==> config.mk <==
export PLATFORM = sky130hd
export DESIGN_NAME = tdc_hw_accum
export DESIGN_NICKNAME = d
export VERILOG_FILES = /design/src/rtl/tdc_pkg.sv /design/src/rtl/tdc_hw_reduce.sv /design/src/rtl/tdc_hw_accum.sv
export SDC_FILE = /design/constraint.sdc
export NUM_CORES = 1
export LEC_CHECK = 0
export ABC_CLOCK_PERIOD_IN_PS = 3150
export CORE_MARGIN = 2
export CORE_UTILIZATION = 35
export DETAILED_ROUTE_END_ITERATION = 12
export GPL_TIMING_DRIVEN = 0
export PLACE_DENSITY = 0.66
export REMOVE_ABC_BUFFERS = 1
export SYNTH_ARGS = -nofsm -noshare
export SYNTH_HDL_FRONTEND = slang
export SYNTH_SLANG_ARGS = --single-unit
==> constraint.sdc <==
create_clock -name clk -period 3.15 [get_ports clk]
set_clock_uncertainty 0.1 [all_clocks]
set_input_delay 0.4725 -clock clk [delete_from_list [all_inputs] [get_ports clk]]
set_output_delay 0.4725 -clock clk [all_outputs]
set_load 0.05 [all_outputs]
==> src/rtl/tdc_pkg.sv <==
// Shared types and width helpers for the TDC measurement controller.
package tdc_pkg;

   typedef enum logic [1:0] {
      SUM = 2'd0,
      AVG = 2'd1,
      MIN = 2'd2,
      MAX = 2'd3
   } tdc_mode_e;

   typedef enum logic [1:0] {
      IDLE  = 2'd0,
      ARM   = 2'd1,
      ACCUM = 2'd2,
      DONE  = 2'd3
   } tdc_acc_state_e;

   // Hamming weight of an N-tap line ranges 0..N, hence one extra bit.
   function automatic int unsigned hw_width(input int unsigned n);
      return $clog2(n) + 1;
   endfunction

   function automatic int unsigned acc_width(input int unsigned n, input int unsigned log_samples);
      return hw_width(n) + log_samples;
   endfunction

   function automatic int unsigned ch_width(input int unsigned n_ch);
      return (n_ch > 1) ? $clog2(n_ch) : 1;
   endfunction

   function automatic int unsigned bsel_width(input int unsigned acc_w);
      int unsigned nbytes;
      nbytes = (acc_w + 7) / 8;
      return (nbytes > 1) ? $clog2(nbytes) : 1;
   endfunction

endpackage

==> src/rtl/tdc_hw_reduce.sv <==
// Combinational next-accumulator for one accepted Hamming-weight sample.
module tdc_hw_reduce
   import tdc_pkg::*;
#(
   parameter int unsigned HW_W  = 7,
   parameter int unsigned ACC_W = 11
)(
   input  logic [1:0]       mode_i,
   input  logic [ACC_W-1:0] acc_i,
   input  logic [HW_W-1:0]  hw_i,
   output logic [ACC_W-1:0] acc_o
);

   logic [ACC_W-1:0] hw_ext;

   always_comb begin
      hw_ext = ACC_W'(hw_i);
      acc_o  = acc_i + hw_ext;
      case (tdc_mode_e'(mode_i))
         MIN:     acc_o = (hw_ext < acc_i) ? hw_ext : acc_i;
         MAX:     acc_o = (hw_ext > acc_i) ? hw_ext : acc_i;
         default: acc_o = acc_i + hw_ext;
      endcase
   end

endmodule

==> src/rtl/tdc_hw_accum.sv <==
// Multi-channel measurement controller: captures 2^LOG_SAMPLES samples from one
// TDC channel, reduces them, and exposes the result through a byte readout.
module tdc_hw_accum
   import tdc_pkg::*;
#(
   parameter int unsigned N           = 64,
   parameter int unsigned N_CH        = 4,
   parameter int unsigned LOG_SAMPLES = 4,
   parameter int unsigned TIMEOUT     = 1024
)(
   input  logic                                            clk,
   input  logic                                            rst,
   input  logic                                            en,
   input  logic                                            start,
   input  logic [ch_width(N_CH)-1:0]                       ch_sel,
   input  logic [1:0]                                      mode,
   input  logic [N_CH*hw_width(N)-1:0]                     hw_in,
   input  logic [N_CH-1:0]                                 hw_val,
   input  logic [bsel_width(acc_width(N,LOG_SAMPLES))-1:0] byte_sel,
   output logic                                            busy,
   output logic                                            done,
   output logic                                            timeout,
   output logic [acc_width(N,LOG_SAMPLES)-1:0]             result,
   output logic [LOG_SAMPLES:0]                            sample_cnt,
   output logic [7:0]                                      byte_out
);

   localparam int unsigned HW_W    = hw_width(N);
   localparam int unsigned ACC_W   = acc_width(N, LOG_SAMPLES);
   localparam int unsigned CH_W    = ch_width(N_CH);
   localparam int unsigned BSEL_W  = bsel_width(ACC_W);
   localparam int unsigned NBYTES  = (ACC_W + 7) / 8;
   localparam int unsigned PAD_W   = NBYTES * 8;
   localparam int unsigned SAMPLES = 1 << LOG_SAMPLES;
   localparam int unsigned IDLE_W  = (TIMEOUT > 1) ? $clog2(TIMEOUT) : 1;
   localparam int unsigned CNT_W   = LOG_SAMPLES + 1;

   tdc_acc_state_e   state_q;
   tdc_mode_e        mode_q;
   logic [CH_W-1:0]  ch_q;
   logic [ACC_W-1:0] acc_q;
   logic [ACC_W-1:0] acc_d;
   logic [IDLE_W-1:0] idle_q;
   logic             busy_q;
   logic             done_q;
   logic             timeout_q;
   logic [ACC_W-1:0] result_q;
   logic [ACC_W-1:0] result_d;
   logic [CNT_W-1:0] sample_cnt_q;

   logic             sel_val;
   logic [HW_W-1:0]  sel_hw;
   logic [ACC_W-1:0] fin_src;
   logic             last_sample;
   logic             idle_limit;
   logic [PAD_W-1:0] res_pad;

   // An out-of-range channel matches no index, so it never yields a valid.
   always_comb begin
      sel_val = 1'b0;
      sel_hw  = '0;
      for (int unsigned c = 0; c < N_CH; c++) begin
         if (ch_q == CH_W'(c)) begin
            sel_val = hw_val[c];
            sel_hw  = hw_in[c*HW_W +: HW_W];
         end
      end
   end

   tdc_hw_reduce #(
      .HW_W  (HW_W),
      .ACC_W (ACC_W)
   ) u_reduce (
      .mode_i (mode_q),
      .acc_i  (acc_q),
      .hw_i   (sel_hw),
      .acc_o  (acc_d)
   );

   // On the completing accept the freshly reduced value is finalised; on
   // timeout the partial accumulator is.
   always_comb begin
      fin_src = sel_val ? acc_d : acc_q;
      case (mode_q)
         AVG:      result_d = fin_src >> LOG_SAMPLES;
         MIN, MAX: result_d = ACC_W'(fin_src[HW_W-1:0]);
         default:  result_d = fin_src;
      endcase
   end

   assign last_sample = (sample_cnt_q == CNT_W'(SAMPLES - 1));
   assign idle_limit  = (idle_q == IDLE_W'(TIMEOUT - 1));

   always_ff @(posedge clk) begin
      if (rst) begin
         state_q      <= IDLE;
         mode_q       <= SUM;
         ch_q         <= '0;
         acc_q        <= '0;
         idle_q       <= '0;
         busy_q       <= 1'b0;
         done_q       <= 1'b0;
         timeout_q    <= 1'b0;
         result_q     <= '0;
         sample_cnt_q <= '0;
      end else if (en) begin
         case (state_q)
            IDLE, DONE: begin
               if (start) begin
                  state_q      <= ARM;
                  ch_q         <= ch_sel;
                  mode_q       <= tdc_mode_e'(mode);
                  acc_q        <= (tdc_mode_e'(mode) == MIN) ? '1 : '0;
                  idle_q       <= '0;
                  sample_cnt_q <= '0;
                  busy_q       <= 1'b1;
                  done_q       <= 1'b0;
                  timeout_q    <= 1'b0;
               end
            end
            ARM: state_q <= ACCUM;
            ACCUM: begin
               if (sel_val) begin
                  acc_q        <= acc_d;
                  sample_cnt_q <= sample_cnt_q + 1'b1;
                  idle_q       <= '0;
                  if (last_sample) begin
                     state_q  <= DONE;
                     busy_q   <= 1'b0;
                     done_q   <= 1'b1;
                     result_q <= result_d;
                  end
               end else if (idle_limit) begin
                  state_q   <= DONE;
                  busy_q    <= 1'b0;
                  done_q    <= 1'b1;
                  timeout_q <= 1'b1;
                  result_q  <= result_d;
               end else begin
                  idle_q <= idle_q + 1'b1;
               end
            end
            default: state_q <= IDLE;
         endcase
      end
   end

   assign res_pad = PAD_W'(result_q);

   always_comb begin
      byte_out = '0;
      for (int unsigned b = 0; b < NBYTES; b++) begin
         if (byte_sel == BSEL_W'(b)) byte_out = res_pad[b*8 +: 8];
      end
   end

   assign busy       = busy_q;
   assign done       = done_q;
   assign timeout    = timeout_q;
   assign result     = result_q;
   assign sample_cnt = sample_cnt_q;

endmodule

; ---- Word level (Yosys, flattened, before mapping)
; Cells that the tools add are included.
[word_totals]
output_inout_bits = 27
ram_bits = 0
latch_bits = 0
n_memories = 0
input_bits = 41
mem_bits_ro = 0
ff_bits = 46
[op_classes]
reduce_logical = 14
n_bitwise = 0
eq_ne = 20
magnitude_cmp = 2
add_sub_neg = 3
mux = 44
multipliers = 0
shifts = 0
n_div = 0
[op_table]
columns = op, n
row1 = 11-bit two-way mux, 8
row2 = 11-bit case mux with 2 select lines, 3
row3 = 10-bit two-way mux, 3
row4 = 7-bit two-way mux, 4
row5 = 10-bit case mux with 2 select lines, 1
row6 = 4-bit AND reduction, 4
row7 = 2-bit equality test (second input constant), 7
row8 = 1-bit two-way mux, 13
row9 = 11-bit by 7-bit adder with 11-bit output, 1
row10 = 7-bit by 11-bit greater-than comparator with 1-bit output, 1
row11 = 7-bit by 11-bit less-than comparator with 1-bit output, 1
row12 = 10-bit by 1-bit adder with 10-bit output (second input constant), 1
row13 = 10-bit equality test (second input constant), 1
row14 = 5-bit two-way mux, 2
row15 = 5-bit case mux with 2 select lines, 1
row16 = 5-bit AND reduction, 2
row17 = 3-bit != test (second input constant), 3
row18 = 2-bit two-way mux, 4
row19 = 8-bit two-way mux, 1
row20 = 2-bit != test (second input constant), 4
row21 = 2-bit by 1-bit equality test with 1-bit output (second input constant), 3
row22 = 1-bit case mux with 2 select lines, 3
row23 = 2-bit case mux with 3 select lines, 1
row24 = 3-bit AND reduction, 2
row25 = other kinds (6), 9

; ---- Longest topological paths before layout
; Gate-level depths: netlist (run 1).
[depth]
ltp_word = 12
depth_mapped = 12

; ---- By module
; A second synthesis (run 1) with hierarchy kept.
[hier_totals]
hier_cells = 401
hier_area_um2 = 3517.1
[modules_own_cells]
columns = module, cells_each, seq_area_each_um2, instances, area_each_um2
row1 = tdc_hw_accum, 293, 920.9, 1, 2705.1
row2 = tdc_hw_reduce, 108, 0.0, 1, 812.0

; ---- Least setup slack after synthesis (run 1)
; Ideal clock, no wire load.
[synth_path]
kind = register -> register
startpoint = register ch_q[0]
endpoint = register result_q[6] (netlist: result[6])
synth_period_minus_slack_ps = 3138
slack_ps = 12
stages_incl_launch_ff = 13
arrival_ps = 2916
path_buffers = 1
setup_time_ps = 122
path_cell_list = dfxtp_1 > buf_6 > mux4_2 > ha_1 > inv_1 > fa_1 > o21bai_1 > a211o_1 > o311ai_0 > nor4_1 > a211oi_2 > nor4_1 > a311o_1
[synth_between]
elab_chain_cells = 12
elab_cells_between_ends = 26
classes_between = 1 x add/sub / 2 x order compare / 4 x eq/ne / 16 x mux / 3 x reduce/logical
[synth_lines]
columns = item, line_no
row1 = "start, declared", tdc_hw_accum.sv:40  ; logic [CH_W-1:0] ch_q;
row2 = "start signal, assigned", tdc_hw_accum.sv:111  ; ch_q <= ch_sel;
row3 = 2-bit logical NOT, tdc_hw_accum.sv:63  ; if (ch_q == CH_W'(c)) begin
row4 = 7-bit two-way mux (4 in series), tdc_hw_accum.sv:63
row5 = 7-bit by 11-bit greater-than comparator with 1-bit output / 7-bit by 11-bit less-than comparator with 1-bit output (equally long branches), "tdc_hw_reduce.sv:21, tdc_hw_reduce.sv:20"
row6 = "11-bit two-way mux, on equally long branches", "tdc_hw_reduce.sv:21, tdc_hw_reduce.sv:20"
row7 = 11-bit case mux with 2 select lines, tdc_hw_reduce.sv:19  ; case (tdc_mode_e'(mode_i))
row8 = 11-bit two-way mux, --
row9 = 11-bit case mux with 2 select lines, tdc_hw_accum.sv:84  ; case (mode_q)
row10 = "11-bit two-way mux, on equally long branches", "tdc_hw_accum.sv:133, tdc_hw_accum.sv:127"
row11 = 11-bit two-way mux, tdc_hw_accum.sv:123  ; if (sel_val) begin
row12 = "end signal, assigned", tdc_hw_accum.sv:131  ; result_q <= result_d;
row13 = "end signal, assigned", tdc_hw_accum.sv:138  ; result_q <= result_d;
row14 = "end, declared", tdc_hw_accum.sv:47  ; logic [ACC_W-1:0] result_q;
; Several ways; a longest one is shown, not always the timed one. The select of a mux whose other input is x is not followed.
; A chain may end at the register's enable or synchronous reset.

; ---- Final worst setup path (run 1)
[layout_path]
startpoint = register ch_q[0]
endpoint = register result_q[4] (netlist: result[4])
; The elaborated chain is that of the path after synthesis.

==> metrics, run 1 <==
outcome finished with violations; violations in the final reports negative setup slack; simple-gate share of the synthesized area 21.8%; r2r endpoint result[4]; part of the power in the clock network 25.9%; total die area 9620 um^2; xor/xnor cell area share of the yosys netlist 4.24%; reported max-cap violation count 0; Top Ports 68; unique cell type count in the Yosys netlist 58; routed length per placed instance 15.5 um; clock tree from TritonCTS yes; VDD IR max about 0.00021 V; Worst setup endpoint result[4]; number of vias after detailed routing about 3.0k; post-layout worst setup margin -0.0947 ns; startpoint-to-endpoint class of the critical path reg -> reg; area growth from synthesis to final layout 43.1%; upper clock frequency limit 308 MHz; clock insertion delay at the later pin of the skew report 0.31 ns; area share of fa/ha/maj cells after synthesis 8.32%; switch share a little over a third; number of I/O port buffers 67; Worst setup SP type register; Final Critical Period 3.24 ns; Net Switching 0.624 mW; DR iter-0 viols about 140; Pins Over Slew Limit 0; Max transition margin 27.0%; depth of the worst register-to-register path 12; setup-violating endpoint count in the final report 7; beginning of the critical path ch_q[0]; overflow left after global routing 0; Root Buffer Master sky130_fd_sc_hd__clkbuf_8; number of enable flip-flop cells after synthesis 0; hold violation count in the final report 0; Post-Synthesis Cells 364; Total Neg Setup Slack -0.391 ns; count of cells along the worst hold path 2; Sink Count 46; beginning of the worst register-to-register path ch_q[0]; largest fanout on the critical path 8; Overall Global Routing Usage 17.7%; Pleak 1.76 nW; cell internal power dissipation 1.16 mW; antenna diode count 0; DR pass1 iterations 4; number of placement rows 34; Tightest Hold Check Type reg -> reg; NumNets Final 500; crit end category register; cell area after technology mapping 3100 um^2; first-pass GRT wire length about 14000 um; ratio of total power to cell area 403 nW/um^2; H-tree level count 2; flop2flop setup slack -0.09 ns; YS warnings 0; drc violations 0; ANT nets after route 0; share of final-layout standard cells stronger than drive strength 1 21.4%; die outline width 98.1 um; number of antenna violations at the first check in global routing 0; via density per instance roughly 5.4; Hold Worst Slack about 0.37 ns; maximum clock path buffer count 2; critical path arrival ~3.4 ns; proportion of synthesized area in mux cells 8.84%; share of async-settable or async-resettable flops after synthesis 0%; synthesized area divided by synthesized cell count 8.51 um^2; Initial Util a little over a third; compound-gate portion of the synthesized area roughly a fifth; Worst Path Required 3.26 ns; area of the core region about 8600 um^2; Seq pwr share 36.6%; part of the Yosys area used for sequential elements 29.7%; Final Routed Wirelength about 8500 um; clock transition at the registers of the reported paths 0.09 ns; number of register bits inferred by synthesis 46; pin count of the biggest net entering global routing 25; Tcrit/Tclk final 103%; worst-margin pin slew between 1 and 1.5 ns; combinational family with the most area after synthesis simple AND/OR/NAND/NOR gates; gpl congestion 0.901; most common flop cell mapped by yosys sky130_fd_sc_hd__dfxtp_1; combinational share of power a little under two fifths; vias in the first global route 2968; floorplan die height ~98 um; setup repair after global routing missed its margin yes; sum of net half-perimeters after detailed placement 5900 um; Inserted Clock Buffers 5
[state kept, by name, summed over array words and instances, names as in the netlist]
name / cells
timeout: 1
sample_cnt: 5
mode_q: 2
ch_q: 2
result: 11
acc_q: 11
done: 1
busy: 1
state_q: 2
idle_q: 10
[cells in the final DEF, fill, tap and decap left out, types with 4 or more instances in the layout]
cell | netlist | routed
sky130_fd_sc_hd__a21oi_1 | 23 | 18
sky130_fd_sc_hd__a21oi_2 | 1 | 6
sky130_fd_sc_hd__a22oi_1 | 6 | 5
sky130_fd_sc_hd__and3_1 | 7 | 5
sky130_fd_sc_hd__buf_4 | 1 | 15
sky130_fd_sc_hd__buf_6 | 2 | 4
sky130_fd_sc_hd__clkbuf_8 | 0 | 5
sky130_fd_sc_hd__clkdlybuf4s50_1 | 0 | 48
sky130_fd_sc_hd__dfxtp_1 | 46 | 44
sky130_fd_sc_hd__dlygate4sd2_1 | 0 | 11
sky130_fd_sc_hd__dlymetal6s2s_1 | 0 | 8
sky130_fd_sc_hd__ha_1 | 19 | 12
sky130_fd_sc_hd__ha_4 | 0 | 7
sky130_fd_sc_hd__inv_1 | 25 | 24
sky130_fd_sc_hd__mux2i_1 | 6 | 6
sky130_fd_sc_hd__mux4_2 | 8 | 8
sky130_fd_sc_hd__nand2_1 | 25 | 23
sky130_fd_sc_hd__nand2b_1 | 4 | 4
sky130_fd_sc_hd__nand3_1 | 12 | 12
sky130_fd_sc_hd__nand4_1 | 8 | 8
sky130_fd_sc_hd__nor2_1 | 41 | 38
sky130_fd_sc_hd__nor2b_1 | 11 | 10
sky130_fd_sc_hd__nor3_1 | 8 | 7
sky130_fd_sc_hd__o211a_1 | 4 | 4
sky130_fd_sc_hd__o21ai_0 | 15 | 12
sky130_fd_sc_hd__o221a_4 | 0 | 5
sky130_fd_sc_hd__xnor2_1 | 9 | 8
sky130_fd_sc_hd__xor2_1 | 6 | 6
[cells in the mapped netlist (4+ instances only)]
library cell	instances	area, um^2
sky130_fd_sc_hd__a21oi_1	23	115
sky130_fd_sc_hd__a22oi_1	6	45.0
sky130_fd_sc_hd__and3_1	7	43.8
sky130_fd_sc_hd__clkbuf_1	12	45.0
sky130_fd_sc_hd__dfxtp_1	46	921
sky130_fd_sc_hd__ha_1	19	238
sky130_fd_sc_hd__inv_1	25	93.8
sky130_fd_sc_hd__mux2i_1	6	60.1
sky130_fd_sc_hd__mux4_2	8	180
sky130_fd_sc_hd__nand2_1	25	93.8
sky130_fd_sc_hd__nand2b_1	4	25.0
sky130_fd_sc_hd__nand3_1	12	60.1
sky130_fd_sc_hd__nand4_1	8	50.1
sky130_fd_sc_hd__nor2_1	41	154
sky130_fd_sc_hd__nor2b_1	11	68.8
sky130_fd_sc_hd__nor3_1	8	40.0
sky130_fd_sc_hd__nor4_1	4	25.0
sky130_fd_sc_hd__o211a_1	4	40.0
sky130_fd_sc_hd__o21ai_0	15	75.1
sky130_fd_sc_hd__o221a_2	5	56.3
sky130_fd_sc_hd__xnor2_1	9	78.8
sky130_fd_sc_hd__xor2_1	6	52.6
[per-layer routing]
| layer | vias up | wire (um) | share of wire, % | global-route usage (%) |
|---|---|---|---|---|
| li1 | 1471 | - | - | - |
| met1 | 1408 | 3710 | 44 | 22.8 |
| met2 | 85 | 4230 | 50 | 30.2 |
| met3 | 4 | 495 | 5.8 | 3.29 |
| met4 | 0 | 82 | 0.96 | 4.91 |
| met5 | - | 0 | 0 | 0 |
[power groups by stage]
stage | Sequential (mW) | Clock [mW] | Combinational (mW)
global placement | 0.661 | 0 | 0.480
CTS | 0.651 | 0.475 | 0.582
finish | 0.654 | 0.464 | 0.670
floorplan | 0.663 | 0 | 0.326
global route | 0.659 | 0.494 | 0.729
detailed placement | 0.662 | 0 | 0.490
[worst max-delay path: stages (launching register included)]
cell and delay [ns]:
sky130_fd_sc_hd__dfxtp_4 0.44, sky130_fd_sc_hd__mux4_2 0.58, sky130_fd_sc_hd__ha_4 0.19, sky130_fd_sc_hd__inv_2 0.05
sky130_fd_sc_hd__fa_2 0.25, sky130_fd_sc_hd__o21bai_4 0.08, sky130_fd_sc_hd__a211o_1 0.33, sky130_fd_sc_hd__o311ai_4 0.34
sky130_fd_sc_hd__buf_4 0.18, sky130_fd_sc_hd__and3_4 0.18, sky130_fd_sc_hd__a211o_4 0.13, sky130_fd_sc_hd__nor2_4 0.03
sky130_fd_sc_hd__o41ai_2 0.26
[logic make-up (layout without fill, tap and decap cells)]
kind of cell / after synthesis / after routing
AOI/OAI and AO/OA: 90 / 90
xor gates and xnor gates: 15 / 15
adders and majority gates: 20 / 20
buffers and inverters: 43 / 119
DFF: 46 / 46
muxes: 17 / 17
and+or+nand+nor: 133 / 133
[through the flow]
step,utilization [%],area (um^2),instances,total power [mW],setup WS (ns)
6_report,51.4,4440,548,1.79,-0.0947
5_1_grt,51.4,4440,548,1.88,-0.220
4_1_cts,48.3,4170,540,1.71,-0.142
3_5_place_dp,44.2,3810,521,1.15,-0.854
3_3_place_gp,44.2,3810,521,1.14,-0.766
2_1_floorplan,-,3010,346,0.989,-0.177
[worst min-delay path by stage]
stage,end,startpoint,slack [ns]
after floorplan,idle_q[9],idle_q[9],0.38
after global placement,result[10],result[10],0.35
after detailed placement,result[10],result[10],0.36
after CTS,result[10],result[10],0.37
after global routing,result[5],result[5],0.43
final,result[10],result[10],0.37
[timing repair]
item | in CTS | in global routing
setup buffers | 11 | 8
setup endpoints to repair | 36 | 31
endpoints found under the hold margin | 0 | 0
pin swaps | 16 | 21
hold buffers | 0 | 0
gates resized for setup | 41 | 46
[cell type report]
class | instances | area [um^2]
Clock buffer | 5 | 68.8
Clock inverter | 3 | 43.8
Fill cell | 800 | 4200
Inverter | 25 | 93.8
Multi-Input combinational cell | 275 | 2330
Sequential cell | 46 | 926
Tap cell | 108 | 135
Timing Repair Buffer | 86 | 835
No activity file was read; power rests on OpenSTA's default activity.
==> run 2, diff against run 1 <==
Settings changed: ABC_AREA set to 1, CTS_CLUSTER_DIAMETER set to 200, PLACE_DENSITY 0.66 to 0.65.
==> metrics, run 2 <==
share of async-settable or async-resettable flops after synthesis 0%; Worst setup endpoint result[6]; power consumption slightly below 2 mW; Pins Over Slew Limit 0; setup repair after global routing missed its margin yes; worst slack at placement -0.615 ns; number of I/O port buffers 67; beginning of the worst register-to-register path ch_q[1]; post-layout worst setup margin ~0.14 ns; Pleak 1.82 nW; most frequent standard cell in the layout excluding fill and tap cells sky130_fd_sc_hd__nand2_1; worst-margin pin slew 1.08 ns; Inserted Clock Buffers 5; ANT nets after route 0; clock transition at the registers of the reported paths 0.10 ns; number of register bits inferred by synthesis 46; largest fanout on the critical path 4; drc violations 0; maximum clock path buffer count 2; routed length per placed instance 13.0 um; flop2flop setup slack 0.20 ns; Tightest Hold Check Type reg -> reg; Overall Global Routing Usage 18.1%; overflow left after global routing 0; Worst setup SP type input port; Final Critical Period 3.01 ns; share of final-layout standard cells stronger than drive strength 1 9.03%; post-cts hold buffer count 0; top cell type by total area after synthesis sky130_fd_sc_hd__dfxtp_1; antenna diode count 0; number of antenna violations at the first check in global routing 0; Area contributors post-synth sky130_fd_sc_hd__dfxtp_1, sky130_fd_sc_hd__nand2_1, sky130_fd_sc_hd__inv_1, sky130_fd_sc_hd__a21oi_1, sky130_fd_sc_hd__ha_1; placed instance count about 700; outcome finished, final reports clean; Placed Instance Area a little over 4000 um^2; cell area after technology mapping 3300 um^2; depth of the worst register-to-register path 20; vias in the first global route 3276; number of enable flip-flop cells after synthesis 0; unique cell type count in the Yosys netlist 34; part of the Yosys area used for sequential elements between 20% and 30%; ratio of total power to cell area 452 nW/um^2; Final Routed Wirelength between 9000 and 10000 um; VDD IR max roughly 0.00029 V; pin count of the biggest net entering global routing 21; most common flop cell mapped by yosys sky130_fd_sc_hd__dfxtp_1; area of the core region between 9000 and 10000 um^2; slowest stage cell, crit path sky130_fd_sc_hd__clkdlybuf4s50_1; DR iter-0 viols 214; Worst Path Required ~3.3 ns; beginning of the critical path hw_in[7]; Root Buffer Master sky130_fd_sc_hd__clkbuf_8; Initial Util ~36%; Tcrit/Tclk final ~96%; most instantiated library cell after synthesis sky130_fd_sc_hd__nand2_1; YS warnings 0; Top Ports 68; Post-Synthesis Cells 530; final core utilization 46.6%; hold violation count in the final report 0; top cells by count, synth sky130_fd_sc_hd__nand2_1, sky130_fd_sc_hd__inv_1, sky130_fd_sc_hd__a21oi_1; sum of net half-perimeters after detailed placement 7020 um; DR pass1 iterations 5; number of placement rows 35; area growth from synthesis to final layout 29.9%; critical path arrival about 3.1 ns; die outline width approximately 100 um; Synth top area share between 20 and 30%; r2r endpoint result[6]; upper clock frequency limit roughly 330 MHz; gpl congestion 0.913; Final Non-Filler Cells 709; NumNets Final around 660; clock tree from TritonCTS yes; reported max-cap violation count 0; number of vias after detailed routing roughly 3.6k; first-pass GRT wire length 15000 um; maximum cell stage delay along the critical path 0.46 ns; setup-violating endpoint count in the final report 0; floorplan die height 101 um; H-tree level count 2; Sink Count 46; synthesized area divided by synthesized cell count 6.23 um^2; startpoint-to-endpoint class of the critical path in -> reg; cell area after layout 4290 um^2; leading cell types in the layout, fill and taps excluded sky130_fd_sc_hd__nand2_1, sky130_fd_sc_hd__inv_1, sky130_fd_sc_hd__clkdlybuf4s50_1; ordered list of cells on the worst path clkdlybuf4s50_1 -> nor3_1 -> o21ai_1 -> o21ai_1 -> nand2_1 -> ha_2 -> inv_2 -> fa_2 -> or2_4 -> o21ai_4 -> nand4_1 -> nand2_2 -> nand2_1 -> nand2_1 -> nand3_2 -> nand3_2 -> nand3_2 -> nand2_2 -> inv_1; crit end category register; total die area between 10000 and 15000 um^2; clock insertion delay at the later pin of the skew report ~0.31 ns; Max transition margin 28.3%; via density per instance about 5
==> run 2: cell count changes after synthesis, sizes merged, moves of 6 or more <==
cell	delta
nand2	+113
a22oi	-6
mux2i	-6
a21oi	+30
and3	-6
inv	+55
mux4	-8
nor2	+6
nor2b	-11
nand3	+34
xnor2	-9
o21ai	+24
==> run 2: logic make-up (layout without fill, tap and decap cells) <==
logic type      Yosys count  count (layout)  share of synthesized area (%)
flops                    46              46                           27.9
simple gates            263             263                           35.0
fa+ha+maj                20              20                           7.81
mux                       1               1                          0.341
xor+xnor                  4               4                           1.06
buf+inv                  95             163                           11.9
compound gates          101             101                           16.1
==> run 2: area by class of cell <==
| cell class | count | area [um^2] |
|---|---|---|
| fillers | 953 | 4910 |
| inverters | 81 | 304 |
| clock inverters | 3 | 23.8 |
| well taps | 111 | 139 |
| flip-flops and latches | 46 | 926 |
| clock buffers | 5 | 68.8 |
| repair buffers | 74 | 723 |
| multi-input cells | 389 | 2100 |
==> run 2: worst max-delay path, delay by kind of cell <==
family,cells,cell delay [ns]
adders and majority gates,2,0.55
buffers and inverters,3,0.53
AOI/OAI and AO/OA,3,0.39
and+or+nand+nor,11,1.18
==> run 2: metrics by stage <==
stage	setup TNS, ns	hold slack [ns]
after floorplan	0	0.326
after global placement	-5.58	0.333
after detailed placement	-5.85	0.338
after CTS	0	0.353
after global routing	-0.0628	0.379
final	0	0.354
==> run 2: per-layer routing <==
layer | wire, um | track usage, %
met1 | 4190 | 23.1
met2 | 4600 | 32.0
met3 | 353 | 3.05
met4 | 71 | 3.53
met5 | 0 | 0
==> run 2: timing repair <==
item,4_1_cts,5_1_grt
buffers inserted,0,7
endpoints found under the setup margin,15,21
resized for setup,8,25
pin swaps,0,9
==> run 2: where the power goes <==
group / switching (mW) / internal (mW) / leakage (nW)
Sequential: 0.0508 / 0.628 / 0.375
Clock: 0.220 / 0.159 / 0.0408
Combinational: 0.561 / 0.321 / 1.40
==> run 2: worst min path at each step <==
stage	start	to	slack (ns)	cells after the start
finish	idle_q[4]	idle_q[4]	0.35	2
global route	idle_q[4]	idle_q[4]	0.38	2
CTS	idle_q[4]	idle_q[4]	0.35	2
detailed placement	idle_q[4]	idle_q[4]	0.34	2
global placement	idle_q[4]	idle_q[4]	0.33	2
floorplan	idle_q[4]	idle_q[4]	0.33	2
